File: src/rtl/fetch_controller_pkg.sv
// Shared constants for the instruction fetch path: widths, FSM encoding and
// opcode values used when building test programs.
package fetch_controller_pkg;
  localparam int FC_ADDR_W = 4;
  localparam int FC_DATA_W = 16;

  typedef enum logic [1:0] {
    S_IDLE  = 2'd0,
    S_ISSUE = 2'd1,
    S_WAIT  = 2'd2,
    S_HOLD  = 2'd3
  } fetch_state_e;

  localparam logic [15:0] OP_NOP = 16'h0000;
  localparam logic [15:0] OP_ADD = 16'h4000;
  localparam logic [15:0] OP_SUB = 16'h6000;
  localparam logic [15:0] OP_LD  = 16'h8000;
  localparam logic [15:0] OP_ST  = 16'hA000;
endpackage

File: src/rtl/fetch_subsystem.sv
// Fetch controller bound to its instruction memory; the memory takes an
// active-high synchronous reset.
module fetch_subsystem
  import fetch_controller_pkg::*;
(
  input  logic                 Clock,
  input  logic                 Reset,
  input  logic                 Run,
  input  logic                 Load_valid,
  input  logic [FC_ADDR_W-1:0] Load_addr,
  input  logic [FC_DATA_W-1:0] Load_data,
  output logic                 Load_ready,
  input  logic                 Redirect,
  input  logic [FC_ADDR_W-1:0] Redirect_pc,
  output logic                 Instr_valid,
  input  logic                 Instr_ready,
  output logic [FC_DATA_W-1:0] Instr,
  output logic [FC_ADDR_W-1:0] Instr_pc
);

  logic [FC_ADDR_W-1:0] mem_address;
  logic                 mem_wren;
  logic [FC_DATA_W-1:0] mem_din;
  logic [FC_DATA_W-1:0] mem_q;

  fetch_controller u_fetch (
    .Clock       (Clock),
    .Reset       (Reset),
    .Run         (Run),
    .Load_valid  (Load_valid),
    .Load_addr   (Load_addr),
    .Load_data   (Load_data),
    .Load_ready  (Load_ready),
    .Redirect    (Redirect),
    .Redirect_pc (Redirect_pc),
    .Instr_valid (Instr_valid),
    .Instr_ready (Instr_ready),
    .Instr       (Instr),
    .Instr_pc    (Instr_pc),
    .Mem_address (mem_address),
    .Mem_wren    (mem_wren),
    .Mem_din     (mem_din),
    .Mem_q       (mem_q)
  );

  memoria_instrucoes u_mem (
    .Clock   (Clock),
    .Reset   (~Reset),
    .Address (mem_address),
    .Wren    (mem_wren),
    .Din     (mem_din),
    .Q       (mem_q)
  );

endmodule

File: src/rtl/memoria_instrucoes.sv
// 16x16 single-port synchronous instruction memory; Q is registered and
// returns the written data on a write cycle.
module memoria_instrucoes (
  input  logic        Clock,
  input  logic        Reset,
  input  logic [3:0]  Address,
  input  logic        Wren,
  input  logic [15:0] Din,
  output logic [15:0] Q
);

  logic [15:0] mem [16];

  always_ff @(posedge Clock) begin
    if (Wren) mem[Address] <= Din;
  end

  always_ff @(posedge Clock) begin
    if (Reset)     Q <= '0;
    else if (Wren) Q <= Din;
    else           Q <= mem[Address];
  end

endmodule

File: src/rtl/fetch_controller.sv
// Shares the single memory port between the program loader and instruction
// fetch; hides the one-cycle read latency behind a valid/ready output.
module fetch_controller
  import fetch_controller_pkg::*;
#(
  parameter int          ADDR_W   = FC_ADDR_W,
  parameter int          DATA_W   = FC_DATA_W,
  parameter int unsigned RESET_PC = 0
) (
  input  logic              Clock,
  input  logic              Reset,
  input  logic              Run,
  input  logic              Load_valid,
  input  logic [ADDR_W-1:0] Load_addr,
  input  logic [DATA_W-1:0] Load_data,
  output logic              Load_ready,
  input  logic              Redirect,
  input  logic [ADDR_W-1:0] Redirect_pc,
  output logic              Instr_valid,
  input  logic              Instr_ready,
  output logic [DATA_W-1:0] Instr,
  output logic [ADDR_W-1:0] Instr_pc,
  output logic [ADDR_W-1:0] Mem_address,
  output logic              Mem_wren,
  output logic [DATA_W-1:0] Mem_din,
  input  logic [DATA_W-1:0] Mem_q
);

  fetch_state_e      state, state_nxt;
  logic [ADDR_W-1:0] pc;
  logic [DATA_W-1:0] instr_q;
  logic [ADDR_W-1:0] instr_pc_q;
  logic              instr_valid_q;

  assign Load_ready  = (state == S_IDLE);
  assign Mem_wren    = (state == S_IDLE) & Load_valid;
  assign Mem_address = Mem_wren ? Load_addr : pc;
  assign Mem_din     = Load_data;

  assign Instr       = instr_q;
  assign Instr_pc    = instr_pc_q;
  assign Instr_valid = instr_valid_q;

  always_comb begin
    state_nxt = state;
    case (state)
      S_IDLE:  if (!Load_valid && Run) state_nxt = S_ISSUE;
      // a redirect during ISSUE simply re-issues at the new pc
      S_ISSUE: if (!Redirect) state_nxt = S_WAIT;
      S_WAIT:  state_nxt = Redirect ? (Run ? S_ISSUE : S_IDLE) : S_HOLD;
      S_HOLD:  if (Redirect || Instr_ready) state_nxt = Run ? S_ISSUE : S_IDLE;
      default: state_nxt = S_IDLE;
    endcase
  end

  always_ff @(posedge Clock or negedge Reset) begin
    if (!Reset) state <= S_IDLE;
    else        state <= state_nxt;
  end

  always_ff @(posedge Clock or negedge Reset) begin
    if (!Reset) begin
      pc            <= ADDR_W'(RESET_PC);
      instr_q       <= '0;
      instr_pc_q    <= '0;
      instr_valid_q <= 1'b0;
    end else begin
      if (Redirect)             pc <= Redirect_pc;
      else if (state == S_WAIT) pc <= pc + ADDR_W'(1);
      // Mem_q is only meaningful in WAIT; write-through data is never captured
      if (state == S_WAIT && !Redirect) begin
        instr_q    <= Mem_q;
        instr_pc_q <= pc;
      end
      instr_valid_q <= (state_nxt == S_HOLD);
    end
  end

endmodule

File: config.mk
export PLATFORM = sky130hd
export DESIGN_NAME = fetch_subsystem
export DESIGN_NICKNAME = d
export VERILOG_FILES = /design/src/rtl/fetch_controller_pkg.sv /design/src/rtl/fetch_subsystem.sv /design/src/rtl/memoria_instrucoes.sv /design/src/rtl/fetch_controller.sv
export SDC_FILE = /design/constraint.sdc
export NUM_CORES = 1
export LEC_CHECK = 0
export ABC_AREA = 1
export BUFFER_PORTS_ARGS = -buffer_cell sky130_fd_sc_hd__buf_2
export CAP_MARGIN = 20
export CORE_MARGIN = 4
export CORE_UTILIZATION = 30
export CTS_CLUSTER_SIZE = 8
export DETAILED_ROUTE_END_ITERATION = 8
export GPL_TIMING_DRIVEN = 0
export PLACE_DENSITY = 0.45
export SETUP_SLACK_MARGIN = 0.1
export SYNTH_ARGS = -nofsm -noshare
export SYNTH_HDL_FRONTEND = slang
export SYNTH_SLANG_ARGS = --single-unit
File: constraint.sdc
create_clock -name Clock -period 7.2 [get_ports Clock]
set_input_delay 0.36 -clock Clock [delete_from_list [all_inputs] [get_ports Clock]]
set_output_delay 0.36 -clock Clock [all_outputs]
set_load 0.1 [all_outputs]
; Word-level counts from Yosys, hierarchy flattened
; Memories as Yosys holds them, arrays and structs flattened. A register that Yosys moved wholly into a read port is not among the register bits.
; Index checks and enable logic that the tools add are counted.
[op_classes]
n_reduce_logical = 8
mux = 11
eq_ne = 4
bitwise_logic = 1
n_addsub = 1
[ops]
columns = cell, n
row1 = 2-to-1 mux 4 bit, 3
row2 = 2-to-1 mux 2 bit, 4
row3 = one-hot mux 2 bit (4 select lines), 1
row4 = "== test 2 bit, second input constant", 3
row5 = "adder 4 x 1 -> 4 bit, second input constant", 1
row6 = zero test 1 bit, 3
row7 = 2-to-1 mux 1 bit, 3
row8 = "== test 2 x 1 -> 1 bit, second input constant", 1
row9 = logical AND 1 bit, 2
row10 = zero test 2 bit, 1
row11 = nonzero test 2 bit, 1
row12 = bitwise AND 1 bit, 1
row13 = logical OR 1 bit, 1
[word_totals]
out_inout_bits = 22
inputBits = 30
ramBits = 256
wordCells = 31
memories = 1
reg_bits = 27
[mem_list]
columns = memory, depth, word_bits, rd, rd_clocked_by_memory_dff, write_ports, line
row1 = u_mem.mem, 16, 16, 1, 1, 1, memoria_instrucoes.sv:12  ; logic [15:0] mem [16];

; Logic depth before layout (Yosys ltp)
[logic_depth]
depth_word = 5
depth_mapped = 14
ltp_nobuf = 12

; Hierarchy
; From an unflattened synthesis, not the netlist that was laid out.
[unflattened]
hier_cells = 1185
hier_area_um2 = 12477.0
[by_module_without_submodules]
columns = mod, n_inst, seq_area_each_um2, cells_per_inst, area_each_um2
row1 = memoria_instrucoes, 1, 8007.7, 1016, 11091.9
row2 = fetch_controller, 1, 675.6, 168, 1381.3
row3 = fetch_subsystem, 1, 0.0, 1, 3.8

; Worst setup path before layout
; Ideal clock, no wire load.
[synth_path]
path_type = flip-flop to flip-flop
startpoint = register u_fetch.state[1]
endpoint = memory u_mem.mem[3][0], enable pin
setup_ns = 0.409
required_ns = 6.791
path_stages_with_launch = 10
path_buffers = 2
period_less_slack_ns = 3.590
arrival_ns = 3.181
path_slack_ns = 3.610
cell_sequence = dfrtp_1 > nor2_4 > nand2_2 > buf_6 > nor2_1 > a21oi_4 > nor2_2 > buf_4 > inv_1 > nor3_1
[synth_via]
elab_chain_len = 4
elab_cells_between_ends = 5
cone_classes = 3 x mux / 1 x bitwise / 1 x reduce/logical
[synth_lines]
columns = element, line
row1 = start: declaration, fetch_controller.sv:29  ; fetch_state_e state, state_nxt;
row2 = start signal: assignment, fetch_controller.sv:58  ; else state <= state_nxt;
row3 = zero test 2 bit (*), n/a
row4 = via Load_ready, fetch_subsystem.sv:12  ; output logic Load_ready,
row5 = bitwise AND 1 bit (*), fetch_controller.sv:36  ; assign Mem_wren = (state == S_IDLE) & Load_valid;
row6 = 2-to-1 mux 1 bit, memoria_instrucoes.sv:15  ; if (Wren) mem[Address] <= Din;
row7 = 2-to-1 mux 1 bit (not written as such), memoria_instrucoes.sv:15
row8 = end: declaration, memoria_instrucoes.sv:12
; The timed path passes the listed nets; every way through them passes the cells marked *.

; Final worst setup path
[layout_path]
startpoint = register u_fetch.state[1]
endpoint = memory u_mem.mem[5][12], enable pin
[layout_via]
elab_chain_len = 4
elab_cells_between_ends = 5
cone_classes = 3 x mux / 1 x bitwise / 1 x reduce/logical
[layout_lines]
columns = element, line
row1 = zero test 2 bit (*), fetch_controller.sv:36
row2 = bitwise AND 1 bit (*), fetch_controller.sv:36
row3 = 2-to-1 mux 1 bit, memoria_instrucoes.sv:15
row4 = 2-to-1 mux 1 bit (not written as such), memoria_instrucoes.sv:15
; Every way passes the cells marked *; elsewhere a longest branch is shown, timed or not.

==> results.toml <==
[logic_synthesis]
synth.ff_latch_count = 299
mappedNetlistNets = 1258
synthesis.instances = 1227
average_size_of_a_mapped_cell_sq_um = 10.3
yosys_warnings = 0
synth-seq-area-share_pct = 69.0
mapped_area_sq_um = 12600
synth_cell_types = 30

[drt]
drt-initial-drc-count = 876
detail_route.wirelength_um = 40700
dr.pass1.iters = 5
vias_post_dr = 9008
antenna_violating_nets_post_route = 0
post_detailed_route_drc_marker_count = 0
ratio_of_routed_vias_to_standard_cells = 4.76
routedWlPerCell_um = 21.5

[clock_tree]
cts.path.max_buffers = 3
cts_max_level = 2
clock_latency_reported_for_the_late_side_of_the_worst_skew_pair_ns = 0.54
number_of_gates_resized_after_cts = 0
clk_root_buffer_cell = "sky130_fd_sc_hd__clkbuf_16"
cts_tree = "built"
clkSinkCount = 299
cts-buffers-inserted = 43
worst_setup_hold_path_clk_slew_ns = 0.06

[power]
power_report.internal_total_w = 0.00364
power.sequential.fraction_pct = 34.8
power_per_cell_area_nw_per_um2 = 398
power.static_leakage_nw = 6.21
pwr-share-clk_pct = 30.6
combinationalPowerShare_pct = 34.6
p_sw_w = 0.00235
switching_share_pct = 39.3
peakVddDrop_mv = 0.171

[status]
outcome = "finished, final reports clean"

[grt]
grt_first_pass_wirelength_um = 59600
antenna_found_initial = 1
pin_count_of_the_biggest_net_entering_global_routing = 35
grt_usage_pct = 18.0
overflow = 0
number_of_global_route_vias_before_repair = 9113

[timing]
hold_viol = 0
final-setup-viol-count = 0
maximum_clock_rate_mhz = 288
timing.clock.skew_ns = 0.0140
tightest_slew_ns = 0.978
setup_repair_after_global_routing_missed_its_margin = "false"
finalCritPeriodShare_pct = 48.2
fin_tns_setup_ns = 0
fin_crit_ns = 3.47
slew_headroom_pct = 34.5
slew_viol_final = 0

[critical_path]
arrival_ns = 3.70
worstReg2RegEnd = "u_mem.mem[5][12]$_DFFE_PP_"
highest_cell_delay_on_the_worst_timing_path_ns = 0.57
timing.critical_path.slowest_stage_cell = "sky130_fd_sc_hd__nor3_2"
r2r_cells = 9
setup.worst_path.end_class = "flip-flop"
setup.worst_path.start_class = "flip-flop"
worst-r2r-setup-slack_ns = 3.73
critical_path.max_fanout = 10
required_ns = 7.43
path_class = "reg -> reg"
critical_path.cell_chain = "nor2_4, nand3_1, nand2_1, buf_4, buf_2, nand2_1, nor3_2, buf_6, buf_6"
r2r_start = "u_fetch.state[1]$_DFF_PN0_"

[run]
cap_violations = 0

[floorplan]
dieArea_sq_um = 45300
placementRows = 74
start_util_pct = 30.6
boundaryPins = 52
core-area_sq_um = 41200
die_w_um = 213
die_height_um = 213

[cells_and_area]
final_common_cell = "sky130_fd_sc_hd__nand2_1"
antenna_cell_count = 0
layout_common_cells = "sky130_fd_sc_hd__nand2_1, sky130_fd_sc_hd__edfxtp_1, sky130_fd_sc_hd__nand3_1"
share_of_final_layout_standard_cells_stronger_than_drive_strength_1_pct = 12.6
synthToLayoutAreaGrowth_pct = 19.5
nNetsFinal = 1374
layoutNonFillerInstCount = 1892

[hold_path]
worst_hold_path.endpoint = "u_fetch.pc[2]$_DFFE_PN0P_"
min-delay-path-class = "in -> reg"
holdCritStartpoint = "Redirect_pc[2]"
worst_hold_path.num_cells = 3

[placed_design]
io_buffers = 50
placed_cells = 1828
gp_congestion = 0.958
post_detail_place_hpwl_um = 28100
-- stage by stage --
step | cell area [sq um] | hold slack (ns) | setup WS, ns | util, % | power [W]
floorplan | 12600 | 0.0644 | 3.61 | - | 0.00345
global placement | 13500 | 0.418 | 2.13 | 32.8 | 0.00415
detailed placement | 13800 | 0.420 | 3.75 | 33.5 | 0.00418
CTS | 15000 | 0.0335 | 3.72 | 36.5 | 0.00603
global route | 15000 | 0.0665 | 3.59 | 36.5 | 0.00631
finish | 15000 | 0.0533 | 3.73 | 36.5 | 0.00599
-- synthesized netlist by cell type, drive strengths merged --
| library cell | n | area [sq um] |
|---|---|---|
| nand2 | 579 | 2180 |
| edfxtp | 256 | 7690 |
| nand3 | 163 | 816 |
| nor2 | 49 | 219 |
| clkbuf | 40 | 150 |
| buf | 30 | 171 |
| dfrtp | 27 | 676 |
| o21ai | 24 | 124 |
| inv | 19 | 71.3 |
| dfxtp | 16 | 320 |
| nor3 | 11 | 55.1 |
| a21oi | 3 | 37.5 |
| a211oi | 2 | 15.0 |
| a22oi | 1 | 7.51 |
| a31oi | 1 | 6.26 |
| ha | 1 | 12.5 |
| nor4 | 1 | 12.5 |
| o221ai | 1 | 8.76 |
| o22ai | 1 | 6.26 |
| xnor2 | 1 | 8.76 |
| xor2 | 1 | 8.76 |
-- routing by layer --
| metal | share of wire, % | track usage [%] |
|---|---|---|
| met1 | 47 | 26.3 |
| met2 | 43 | 27.0 |
| met3 | 5.7 | 2.81 |
| met4 | 4.1 | 7.29 |
| met5 | 0 | 0 |
-- layout make-up --
| class | instances | area [sq um] |
|---|---|---|
| Clock inverter | 1 | 3.75 |
| Fill cell | 4131 | 26200 |
| Inverter | 19 | 71.3 |
| Clock buffer | 61 | 1200 |
| Timing Repair Buffer | 71 | 518 |
| Buffer | 70 | 322 |
| Multi-Input combinational cell | 839 | 3580 |
| Tap cell | 532 | 666 |
| Sequential cell | 299 | 8680 |
-- worst max path at each step --
stage	start	end	slack (ns)	cells past startpoint
2_1_floorplan	u_fetch.state[1]$_DFF_PN0_	u_mem.mem[3][0]$_DFFE_PP_	3.61	9
3_3_place_gp	u_fetch.state[1]$_DFF_PN0_	u_mem.mem[5][12]$_DFFE_PP_	2.13	7
3_5_place_dp	u_fetch.state[1]$_DFF_PN0_	u_mem.mem[13][4]$_DFFE_PP_	3.75	8
4_1_cts	u_fetch.state[1]$_DFF_PN0_	u_mem.mem[13][10]$_DFFE_PP_	3.72	8
5_1_grt	u_fetch.state[1]$_DFF_PN0_	u_mem.mem[7][7]$_DFFE_PP_	3.59	8
6_report	u_fetch.state[1]$_DFF_PN0_	u_mem.mem[5][12]$_DFFE_PP_	3.73	9
-- worst max-delay path: cells and delay by family, from the launching register on --
kind | cells | cell delay, ns
buffers and inverters | 4 | 0.94
DFF | 1 | 0.42
and+or+nand+nor | 5 | 1.79
-- registers in the layout, summed over array words and instances (netlist names) --
signal               flops
u_fetch.state            2
u_fetch.Instr_pc         4
u_mem.mem              256
u_fetch.Instr_valid      1
u_fetch.pc               4
u_fetch.Instr           16
u_mem.Q                 16
-- timing repair --
| item | in CTS | in global routing |
|---|---|---|
| hold buffers | 2 | 0 |
| endpoints found under the hold margin | 28 | 0 |
| buffers inserted | 0 | 0 |
| setup endpoints to repair | 0 | 0 |
-- cells by family (layout without fill, tap and decap cells) --
logic type      after synthesis  count (layout)  synth area share, %
compound gates               33              33                 1.63
xor+xnor                      2               2                0.139
fa+ha+maj                     1               1               0.0994
buf+inv                      89             222                 3.12
flops                       299             299                 69.0
simple gates                803             803                 26.0
-- power by group through the flow --
stage	registers [W]	logic (W)	clock network, W
floorplan	0.00239	0.00106	0
global placement	0.00212	0.00203	0
detailed placement	0.00212	0.00206	0
CTS	0.00209	0.00207	0.00188
global route	0.00210	0.00226	0.00195
finish	0.00209	0.00207	0.00183
Note: power is estimated with default switching activity, not from simulation.
